==> src/rtl/sdram_port_arbiter_if.sv <==
// Bundle of requester-side and controller-side signals around the two-port SDRAM arbiter.
// The slave modport is the arbiter's view; master is the requesters plus the controller.
interface sdram_port_arbiter_if #(
  parameter int HADDR_WIDTH = 24
);
  logic                   p0_req;
  logic                   p0_we;
  logic [HADDR_WIDTH-1:0] p0_addr;
  logic [15:0]            p0_wdata;
  logic                   p0_ack;
  logic [15:0]            p0_rdata;

  logic                   p1_req;
  logic                   p1_we;
  logic [HADDR_WIDTH-1:0] p1_addr;
  logic [15:0]            p1_wdata;
  logic                   p1_ack;
  logic [15:0]            p1_rdata;

  logic                   timeout_err;
  logic                   grant;

  logic [HADDR_WIDTH-1:0] haddr;
  logic [15:0]            data_input;
  logic [15:0]            data_output;
  logic                   busy;
  logic                   rd_enable;
  logic                   wr_enable;

  modport slave (
    input  p0_req, p0_we, p0_addr, p0_wdata,
    input  p1_req, p1_we, p1_addr, p1_wdata,
    input  data_output, busy,
    output p0_ack, p0_rdata, p1_ack, p1_rdata,
    output timeout_err, grant,
    output haddr, data_input, rd_enable, wr_enable
  );

  modport master (
    output p0_req, p0_we, p0_addr, p0_wdata,
    output p1_req, p1_we, p1_addr, p1_wdata,
    output data_output, busy,
    input  p0_ack, p0_rdata, p1_ack, p1_rdata,
    input  timeout_err, grant,
    input  haddr, data_input, rd_enable, wr_enable
  );
endinterface

==> src/rtl/sdram_port_arbiter.sv <==
// Round-robin arbiter sharing the SDRAM controller's single-beat host port between two
// requesters; sequences issue, busy tracking, read capture and a one-cycle acknowledge.
module sdram_port_arbiter #(
  parameter int HADDR_WIDTH   = 24,
  parameter int TIMEOUT_WIDTH = 4
) (
  input logic                clk,
  input logic                rst_n,
  sdram_port_arbiter_if.slave bus
);
  typedef enum logic [2:0] {IDLE, ISSUE, WAIT_BUSY, WAIT_DONE, DONE} state_t;

  state_t                   state;
  logic                     last_grant;
  logic                     we;
  logic [TIMEOUT_WIDTH-1:0] wd_cnt;
  logic [TIMEOUT_WIDTH-1:0] wd_next;

  logic                     any_req;
  logic                     sel_port;
  logic                     sel_we;
  logic [HADDR_WIDTH-1:0]   sel_addr;
  logic [15:0]              sel_wdata;

  // NOTE: every signal gets a default at the top so no path through this block infers a latch.
  always_comb begin
    any_req   = bus.p0_req | bus.p1_req;
    sel_port  = 1'b0;
    if (bus.p0_req && bus.p1_req) sel_port = ~last_grant;
    else                          sel_port = bus.p1_req;
    sel_we    = sel_port ? bus.p1_we    : bus.p0_we;
    sel_addr  = sel_port ? bus.p1_addr  : bus.p0_addr;
    sel_wdata = sel_port ? bus.p1_wdata : bus.p0_wdata;
  end

  assign wd_next = wd_cnt + TIMEOUT_WIDTH'(1);

  // NOTE: all state and outputs use <= so each register updates from pre-edge values only.
  always_ff @(posedge clk) begin
    if (!rst_n) begin
      state           <= IDLE;
      last_grant      <= 1'b1;
      we              <= 1'b0;
      wd_cnt          <= '0;
      bus.grant       <= 1'b0;
      bus.haddr       <= '0;
      bus.data_input  <= '0;
      bus.rd_enable   <= 1'b0;
      bus.wr_enable   <= 1'b0;
      bus.p0_ack      <= 1'b0;
      bus.p1_ack      <= 1'b0;
      bus.p0_rdata    <= '0;
      bus.p1_rdata    <= '0;
      bus.timeout_err <= 1'b0;
    end else begin
      case (state)
        IDLE: begin
          if (!bus.busy && any_req) begin
            bus.grant     <= sel_port;
            bus.haddr     <= sel_addr;
            we            <= sel_we;
            if (sel_we) bus.data_input <= sel_wdata;
            bus.rd_enable <= ~sel_we;
            bus.wr_enable <= sel_we;
            state         <= ISSUE;
          end
        end
        ISSUE: begin
          bus.rd_enable <= 1'b0;
          bus.wr_enable <= 1'b0;
          last_grant    <= bus.grant;
          wd_cnt        <= '0;
          state         <= WAIT_BUSY;
        end
        WAIT_BUSY: begin
          if (bus.busy) begin
            state <= WAIT_DONE;
          end else begin
            wd_cnt <= wd_next;
            // Controller never answered: still acknowledge so the requester cannot hang.
            if (&wd_next) begin
              bus.timeout_err <= 1'b1;
              bus.p0_ack      <= ~bus.grant;
              bus.p1_ack      <= bus.grant;
              state           <= DONE;
            end
          end
        end
        WAIT_DONE: begin
          if (!bus.busy) begin
            if (!we) begin
              if (bus.grant) bus.p1_rdata <= bus.data_output;
              else           bus.p0_rdata <= bus.data_output;
            end
            bus.p0_ack <= ~bus.grant;
            bus.p1_ack <= bus.grant;
            state      <= DONE;
          end
        end
        DONE: begin
          bus.p0_ack      <= 1'b0;
          bus.p1_ack      <= 1'b0;
          bus.timeout_err <= 1'b0;
          state           <= IDLE;
        end
        default: state <= IDLE;
      endcase
    end
  end
endmodule

==> src/flat_wrapper.sv <==
// flat-port wrapper written by rule: the top's interface ports become plain ports
module sdram_port_arbiter_flat 
#(
  parameter int HADDR_WIDTH   = 24,
  parameter int TIMEOUT_WIDTH = 4
)
  (clk, rst_n, bus_p0_req, bus_p0_we, bus_p0_addr, bus_p0_wdata, bus_p1_req, bus_p1_we, bus_p1_addr, bus_p1_wdata, bus_data_output, bus_busy, bus_p0_ack, bus_p0_rdata, bus_p1_ack, bus_p1_rdata, bus_timeout_err, bus_grant, bus_haddr, bus_data_input, bus_rd_enable, bus_wr_enable);
  sdram_port_arbiter_if #(.HADDR_WIDTH(HADDR_WIDTH)) bus_i ();
  input logic clk;
  input logic rst_n;
  input wire logic [$bits(bus_i.p0_req)-1:0] bus_p0_req;
  input wire logic [$bits(bus_i.p0_we)-1:0] bus_p0_we;
  input wire logic [$bits(bus_i.p0_addr)-1:0] bus_p0_addr;
  input wire logic [$bits(bus_i.p0_wdata)-1:0] bus_p0_wdata;
  input wire logic [$bits(bus_i.p1_req)-1:0] bus_p1_req;
  input wire logic [$bits(bus_i.p1_we)-1:0] bus_p1_we;
  input wire logic [$bits(bus_i.p1_addr)-1:0] bus_p1_addr;
  input wire logic [$bits(bus_i.p1_wdata)-1:0] bus_p1_wdata;
  input wire logic [$bits(bus_i.data_output)-1:0] bus_data_output;
  input wire logic [$bits(bus_i.busy)-1:0] bus_busy;
  output wire logic [$bits(bus_i.p0_ack)-1:0] bus_p0_ack;
  output wire logic [$bits(bus_i.p0_rdata)-1:0] bus_p0_rdata;
  output wire logic [$bits(bus_i.p1_ack)-1:0] bus_p1_ack;
  output wire logic [$bits(bus_i.p1_rdata)-1:0] bus_p1_rdata;
  output wire logic [$bits(bus_i.timeout_err)-1:0] bus_timeout_err;
  output wire logic [$bits(bus_i.grant)-1:0] bus_grant;
  output wire logic [$bits(bus_i.haddr)-1:0] bus_haddr;
  output wire logic [$bits(bus_i.data_input)-1:0] bus_data_input;
  output wire logic [$bits(bus_i.rd_enable)-1:0] bus_rd_enable;
  output wire logic [$bits(bus_i.wr_enable)-1:0] bus_wr_enable;
  assign bus_i.p0_req = bus_p0_req;
  assign bus_i.p0_we = bus_p0_we;
  assign bus_i.p0_addr = bus_p0_addr;
  assign bus_i.p0_wdata = bus_p0_wdata;
  assign bus_i.p1_req = bus_p1_req;
  assign bus_i.p1_we = bus_p1_we;
  assign bus_i.p1_addr = bus_p1_addr;
  assign bus_i.p1_wdata = bus_p1_wdata;
  assign bus_i.data_output = bus_data_output;
  assign bus_i.busy = bus_busy;
  assign bus_p0_ack = bus_i.p0_ack;
  assign bus_p0_rdata = bus_i.p0_rdata;
  assign bus_p1_ack = bus_i.p1_ack;
  assign bus_p1_rdata = bus_i.p1_rdata;
  assign bus_timeout_err = bus_i.timeout_err;
  assign bus_grant = bus_i.grant;
  assign bus_haddr = bus_i.haddr;
  assign bus_data_input = bus_i.data_input;
  assign bus_rd_enable = bus_i.rd_enable;
  assign bus_wr_enable = bus_i.wr_enable;
  sdram_port_arbiter #(.HADDR_WIDTH(HADDR_WIDTH), .TIMEOUT_WIDTH(TIMEOUT_WIDTH)) u_core (.clk(clk), .rst_n(rst_n), .bus(bus_i));
endmodule
==> config.mk <==
export PLATFORM = sky130hd
export DESIGN_NAME = sdram_port_arbiter_flat
export DESIGN_NICKNAME = d
export VERILOG_FILES = /design/src/rtl/sdram_port_arbiter_if.sv /design/src/rtl/sdram_port_arbiter.sv /design/src/flat_wrapper.sv
export SDC_FILE = /design/constraint.sdc
export NUM_CORES = 1
export LEC_CHECK = 0
export ABC_AREA = 1
export CORE_ASPECT_RATIO = 0.75
export CORE_MARGIN = 1.5
export CORE_UTILIZATION = 44
export CTS_CLUSTER_DIAMETER = 150
export DETAILED_ROUTE_END_ITERATION = 6
export HOLD_SLACK_MARGIN = 0.02
export PLACE_DENSITY = 0.86
export SLEW_MARGIN = 30
export SYNTH_ARGS = -nofsm -noshare
export SYNTH_HDL_FRONTEND = slang
export SYNTH_SLANG_ARGS = --single-unit
==> constraint.sdc <==
create_clock -name clk -period 3.4 [get_ports clk]
set_input_delay 0.68 -clock clk [delete_from_list [all_inputs] [get_ports clk]]
set_output_delay 0.68 -clock clk [all_outputs]
set_load 0.005 [all_outputs]
==> summary.txt <==
Critical Path Source: bus_busy
CP dominant cell by count: nor2_1
reg2reg start: u_core.state[0]
maximum VDD drop: 334.8 uV
GRT Total Usage: 0.2431
Max stage delay on crit path: 550 ps
CTS resizes: 0
n_diodes: 0
P&R area growth vs syn: 56.90%
CP Data Arrival Time: 2440 ps
Final Skew: 7.876 ps
CTS clock-pin slew for the worst setup and hold paths: 60 ps
FILL cells: 645
Max clock buf depth: 2
sequential area share after synthesis: 0.4637
Slew headroom: 0.6103
RSZ-0062 raised after global routing: no
Mapped Avg Cell Area: 6.969 sq um
Initial Utilization: 0.4641
CTS buffer count: 9
final setup fails: 0
Netlist cell types: 27
FF+latch area: 1742 sq um
root buf cell: clkbuf_16
Leak Pwr: 0.002359 uW
crit-path cells: clkdlybuf4s50_1 > nor2_2 > nand2_4 > nor2_8 > inv_4 > nor2_1 > nor2_1
critical path class: input port to flop
I/O pin cnt: 181
Die ar.: 9106 sq um
Max-cap violations: 0
DR vias: 4,046
routed wire length: 11,110 microns
Critical Path RT: 3620 ps
hold buffers post-CTS: 0
Tightest Pin Transition: 583.6 ps
Syn. warnings: 0
startpoint class of the critical path: input port
postcts setup bufs: 0
die width: 109.7 microns
wire per inst: 13.68 microns
hold wc startpoint: u_core.bus.p1_rdata[1]
Post-Route Setup TNS: 0 ps
initial detailed-routing violation count: 199
grt total ovfl: 0
Die Ht: 83.02 microns
Cell Area, Synth: 3756 sq um
# rows: 28
clock sinks: 87
Power Density: 601.0 nW/um^2
PortBufs: 180
Critical Path End Type: flop
antenna violations before repair: 0
largest net degree at the start of global routing: 57
worst-path fanout max: 51
DRT Pass-1 Iters: 5
ratio of final minimum period to clock period: 0.6534
Final Hold Fails: 0
CTS H-tree lvls: 3
CTS tree: yes
crit path max-delay cell type: clkdlybuf4s50_1
FMAX: 450.1 MHz
Via density: 4.983
final instance area: 5893 sq um
first-pass GRT wire length: 17,660 microns
Mapped Nets: 644
ANT nets after route: 0
area occupied by multi-input gates: 1664 sq um
nets@finish: 807
Slew Limit Fails: 0
worst skew pair latency: 330 ps
vias in the first global route: 3,815
DPL Wire Length: 7986 microns
placed cell areas: 5563 sq um
minimum clock period: 2221 ps
share of post-route cells with drive strength above 1: 0.05375
Hold Path Class: flop to flop
gpl congestion: 0.8832
#FFs+latches synth: 87
status: complete, no violations
Core Box Area: 8093 sq um
Post-Syn Instances: 539
drc violations: 0
per-layer routing:
layer / track usage / vias to the layer above / share of wire
met3: 0.06672 / 26 / 0.057
li1: - / 2031 / -
met5: 0 / - / 0
met4: 0.1015 / 0 / 0.031
met2: 0.4156 / 139 / 0.50
met1: 0.2822 / 1850 / 0.41
flip-flops by register name, indices dropped and copies added (netlist names), 3 cells and up:
| signal | flops |
|---|---|
| u_core.bus.haddr | 24 |
| u_core.bus.p1_rdata | 16 |
| u_core.bus.p0_rdata | 16 |
| u_core.state | 3 |
| u_core.bus.data_input | 16 |
| u_core.wd_cnt | 4 |
Yosys cell counts (all sizes together):
library cell	instances	share of area
nor2	105	0.11
inv	55	0.056
nor3	1	0.0013
dfxtp	87	0.46
clkbuf	16	0.017
ha	2	0.0067
nand4	1	0.0017
buf	14	0.021
o21ai	83	0.11
nand2	105	0.11
a21oi	65	0.088
nand3	5	0.0093
through the flow:
step | instances | total power (uW) | utilization | hold slack, ps | setup WS [ps]
after detailed placement | 796 | 2475 | 0.6874 | 437.6 | 860.9
after global placement | 796 | 2433 | 0.6874 | 432.2 | 919.2
after floorplan | 539 | 1961 | - | 440.2 | 1822
after CTS | 812 | 3559 | 0.7282 | 447.9 | 1202
final | 812 | 3542 | 0.7282 | 446.2 | 1179
after global routing | 812 | 3756 | 0.7282 | 463.8 | 1078
layout make-up:
type / instances / area share
clock buffer: 10 / 0.04055
clock inverter: 6 / 0.01550
inverter: 55 / 0.03546
multi-input combinational: 367 / 0.2824
sequential: 87 / 0.2955
tap: 105 / 0.02229
timing repair buffer: 182 / 0.3083
placed cells by master, fill, tap and decap left out:
cell,n
o21ai_1,3
nand3_2,2
clkbuf_16,9
nand2_1,99
nor2_2,2
inv_1,50
inv_2,4
a21oi_1,64
nor3_1,1
o21ai_0,79
clkinv_2,1
a21oi_2,1
clkdlybuf4s50_1,180
inv_4,1
bufinv_16,2
o21ai_2,1
dfxtp_1,87
clkbuf_8,1
nand4_1,1
inv_6,2
clkinv_4,1
nor2_4,2
nor2_1,100
buf_4,2
nand3_1,3
nand2_4,1
nor2_8,1
ha_1,2
nand2_2,5
cell families (layout without fill, tap and decap cells):
logic type,after synthesis,after routing,synth area share
simple gates,217,217,0.2372
compound gates,148,148,0.1992
flops,87,87,0.4637
buf+inv,85,253,0.09327
fa+ha+maj,2,2,0.006661
power by group:
group / switching, uW / internal (uW)
logic: 599 / 543
clock network: 399 / 669
registers: 131 / 1200
path summary, 6_finish.rpt:
| check | slack [ps] | cells after the start | end |
|---|---|---|---|
| hold reg to reg | 450 | 2 | u_core.bus.p1_rdata[1] |
| setup / recovery | 1180 | 7 | u_core.bus.data_input[1] |
| hold / removal | 450 | 2 | u_core.bus.p1_rdata[1] |
| setup reg to reg | 1660 | 5 | u_core.bus.p0_rdata[0] |
worst max-delay path, delay by kind of cell:
family | cells | cell delay (ps)
and+or+nand+nor | 5 | 1050
buffers and inverters | 2 | 690
Power figures use the tool's default switching activity.
